[src/rtl/countdown_timer.sv]
// -----------------------------------------------------------------------------
// countdown_timer
//
// Loadable down-counter with terminal-count detection. A start value is
// loaded, the counter decrements on enabled cycles, and a one-cycle expire
// pulse marks the edge on which it reaches terminal count.
//
// Build option:
//   COUNTDOWN_RELOAD_EN  defined     -> periodic mode: at terminal count the
//                                       counter reloads the last loaded value
//                                       and keeps running; DONE is unreachable.
//                        not defined -> one-shot mode: at terminal count the
//                                       counter goes to 0 and parks in DONE.
//
// Parameters:
//   WIDTH       counter width in bits (>= 2)
//
// Ports:
//   clock       in   rising-edge clock
//   reset       in   synchronous active-high reset, highest priority
//   load        in   capture load_value into counter and reload register
//   load_value  in   start value, sampled only when load = 1
//   enable      in   decrement permission, evaluated each edge
//   count       out  current counter value (registered)
//   busy        out  high while in RUN (registered)
//   done        out  high while in DONE (registered)
//   expire      out  one-cycle terminal-count pulse (registered)
// -----------------------------------------------------------------------------
module countdown_timer #(
  parameter int WIDTH = 4
) (
  input  logic             clock,
  input  logic             reset,
  input  logic             load,
  input  logic [WIDTH-1:0] load_value,
  input  logic             enable,
  output logic [WIDTH-1:0] count,
  output logic             busy,
  output logic             done,
  output logic             expire
);

  typedef enum logic [1:0] {
    S_IDLE = 2'd0,
    S_RUN  = 2'd1,
    S_DONE = 2'd2
  } state_t;

  localparam logic [WIDTH-1:0] ONE = WIDTH'(1);

  state_t           r_state;
  logic [WIDTH-1:0] r_count;
  logic             r_busy;
  logic             r_done;
  logic             r_expire;

`ifdef COUNTDOWN_RELOAD_EN
  // Only periodic mode ever reads the reload value back, so the register
  // exists only in that build.
  logic [WIDTH-1:0] r_reload;
`endif

  always_ff @(posedge clock) begin
    if (reset) begin
      r_state  <= S_IDLE;
      r_count  <= '0;
      r_busy   <= 1'b0;
      r_done   <= 1'b0;
      r_expire <= 1'b0;
`ifdef COUNTDOWN_RELOAD_EN
      r_reload <= '0;
`endif
    end else begin
      // Pulse defaults low; only a terminal-count edge raises it.
      r_expire <= 1'b0;

      if (load) begin
        // Load overrides any decrement or terminal count on the same edge,
        // so an in-progress count is abandoned without an expire.
        r_count <= load_value;
`ifdef COUNTDOWN_RELOAD_EN
        r_reload <= load_value;
`endif
        r_done  <= 1'b0;
        if (load_value != '0) begin
          r_state <= S_RUN;
          r_busy  <= 1'b1;
        end else begin
          r_state <= S_IDLE;
          r_busy  <= 1'b0;
        end
      end else if (r_state == S_RUN && enable) begin
        if (r_count == ONE) begin
          r_expire <= 1'b1;
`ifdef COUNTDOWN_RELOAD_EN
          r_count  <= r_reload;
`else
          r_count  <= '0;
          r_state  <= S_DONE;
          r_busy   <= 1'b0;
          r_done   <= 1'b1;
`endif
        end else begin
          // RUN is only entered with a non-zero value, so count >= 2 here.
          r_count <= r_count - ONE;
        end
      end
      // IDLE/DONE without load, or RUN without enable: hold everything.
    end
  end

  assign count  = r_count;
  assign busy   = r_busy;
  assign done   = r_done;
  assign expire = r_expire;

endmodule

[config.mk]
export PLATFORM = sky130hd
export DESIGN_NAME = countdown_timer
export DESIGN_NICKNAME = d
export VERILOG_FILES = /design/src/rtl/countdown_timer.sv
export SDC_FILE = /design/constraint.sdc
export NUM_CORES = 1
export LEC_CHECK = 0
export CAP_MARGIN = 25
export CELL_PAD_IN_SITES_DETAIL_PLACEMENT = 0
export CELL_PAD_IN_SITES_GLOBAL_PLACEMENT = 1
export CORE_UTILIZATION = 30
export CTS_CLUSTER_SIZE = 8
export DETAILED_ROUTE_END_ITERATION = 6
export HOLD_SLACK_MARGIN = 0.08
export PLACE_DENSITY = 0.79
export SLEW_MARGIN = 20
export SYNTH_ARGS = -nofsm -noshare
export SYNTH_HDL_FRONTEND = slang
export SYNTH_SLANG_ARGS = --single-unit
[constraint.sdc]
create_clock -name clock -period 1.6 [get_ports clock]
set_clock_uncertainty 0.1 [all_clocks]
set_input_delay 0.4 -clock clock [delete_from_list [all_inputs] [get_ports clock]]
set_output_delay 0.4 -clock clock [all_outputs]
set_load 0.02 [all_outputs]
==> metrics.txt <==
Routed Antenna Nets=0; max-slew violations=0; ys async rst share=0; crit-path leading delay family=simple AND/OR/NAND/NOR gates; placed wire-length estimate=678 um; placed cell areas=613 um^2; initial antenna violation count=0; Clk pin slew, worst setup/hold paths=60 ps; endpoint type of the worst setup path=flip-flop; vias=391; Synth area leader=dfxtp_1; mux cell area share after synthesis=0.0272; Synth warnings=0; Netlist cell types=23; Core ar.=1280 um^2; critical path type=flip-flop to flip-flop; final worst slack=53.7 ps; Vert. Die Dim=39.2 um; post-synthesis adder-cell area fraction=0.0604; Hold Crit Class=flip-flop to flip-flop; vias per cell=4.89; Ports=15; gr usage total=0.150; clock buffer depth=2; DRC errors left=0; CTS tree=done; FMAX=647 MHz; largest net degree at the start of global routing=12; LEAKAGE=0.294 nW; CP max stage delay=430 ps; outcome=completed; mapped cell area=414 um^2; top cells by count, synth=dfxtp_1 (8), inv_1 (3), o21a_1 (3), xnor2_1 (3); Required @ worst endpoint=1690 ps; Synth Net Count=53; vias in the first global route=332; gpl congestion=0.767; # port buffers=14; max-cap viol count=0; Tot Pwr=0.000502 W; Worst Path Arrival=1640 ps; # diodes=0; Worst Path Buf+Inv=1; critical path's slowest cell=or4b_1; router iterations before antenna repair=2; CTS buffer count=3; maximum VDD drop=0.000448 V; CP cell instances=inv_2, ha_4, or3b_4, or4b_1, a31oi_1; Tmin final=1550 ps; CP max FO=3; Avg Cell Area, Syn=9.63 um^2; largest family of logic cells by synthesized area=simple AND/OR/NAND/NOR gates; Area Growth Syn to Fin=58.6%; Die ar.=1530 um^2; global-route wire length before repair=1420 um; routed wire length per instance=11.3 um; layout cells sized above 1=0.277; Synth Area in XOR/XNOR=0.0634; DIE WIDTH=39.2 um; PD cells=764 nW/um^2; Simple-Gate Fraction of Synth Area=0.239; number of synthesized register bits=8; final worst-path cycle share=0.966; Final setup violation count=0; EDFF count, synth=0; Compound-Gate Fraction of Synth Area=0.178; post-synthesis sequential area ratio=0.387; relative slew slack=0.826; Worst setup SP type=flip-flop; clock sink count=8; Initial Util=0.322; Least-Margin Pin Slew=257 ps; share of the synthesized area in the top cell type=0.387; top post-synthesis cells by area=dfxtp_1 (39%), xnor2_1 (6.3%), ha_1 (6.0%); H-Tree Level Count=1; CTS root buffer=clkbuf_4; worst-skew pair later-pin latency=260 ps; final hold slack=355 ps; Nets=77; row cnt=13; most numerous cell in the Yosys netlist=dfxtp_1; drt initial violations=1; DP Worst Slack=-234 ps; final WL=906 um; ys flop type=dfxtp_1; post-synthesis instance total=43; Final Cell Area=657 um^2; Fin. Hold Viols=0; grt total ovfl=0
-- what timing repair did --
item                                    in CTS  in global routing
endpoints found under the setup margin       7                  2
hold buffers                                 0                  0
setup buffers                                0                  1
pin swaps                                    0                  2
gates resized for setup                      7                  8
-- where the power goes --
group	total (W)	internal, W	switching, W
registers	0.000219	0.000209	0.00000920
clock network	0.000161	0.0000863	0.0000749
logic	0.000122	0.0000672	0.0000548
total	0.000502	0.000363	0.000139
-- sequential cells by signal, summed over array words and instances, names as in the netlist --
signal / count
busy: 1
count: 4
done: 1
expire: 1
r_state: 1
-- routing by layer --
metal / wire length, um / up-vias / global-route usage
met5: 0 / - / 0
met4: 25 / 0 / 0.103
met3: 58 / 4 / 0.0694
met2: 422 / 11 / 0.221
met1: 400 / 177 / 0.168
li1: - / 199 / -
-- cell type report --
type | count | area [um^2]
multi-input cells | 30 | 253
flip-flops and latches | 8 | 165
fillers | 134 | 628
repair buffers | 21 | 186
inverters | 3 | 11.3
well taps | 15 | 18.8
clock buffers | 3 | 22.5
-- stage by stage --
stage,std cells,utilization,setup TNS [ps]
floorplan,43,-,0
global placement,76,0.477,-578
detailed placement,76,0.477,-753
CTS,79,0.488,0
global route,80,0.511,-7.31
finish,80,0.511,0
-- kinds of logic (layout without fill, tap and decap cells) --
logic type / after synthesis / in the layout
mux: 1 / 1
buf+inv: 5 / 27
xor+xnor: 3 / 3
fa+ha+maj: 2 / 2
flops: 8 / 8
compound gates: 11 / 11
simple gates: 13 / 13
-- layout by cell type (no fill, tap or decap), types with 2 or more instances in the layout --
cell,netlist,final
dlygate4sd2_1,0,7
buf_4,0,7
dfxtp_1,8,6
clkdlybuf4s50_1,0,6
xnor2_1,3,3
o21a_1,3,3
clkbuf_4,0,3
inv_1,3,2
nand3b_1,2,2
a21oi_1,2,2
nor2b_1,2,2
nor2_1,2,2
or4b_1,2,2
-- final timing paths --
kind,slack (ps),start,end,cells past startpoint
setup reg to reg,50,count[1],count[2],5
setup / recovery,50,count[1],count[2],5
hold / removal,350,done,done,1
hold reg to reg,350,done,done,1
Note: power is estimated with default switching activity, not from simulation.
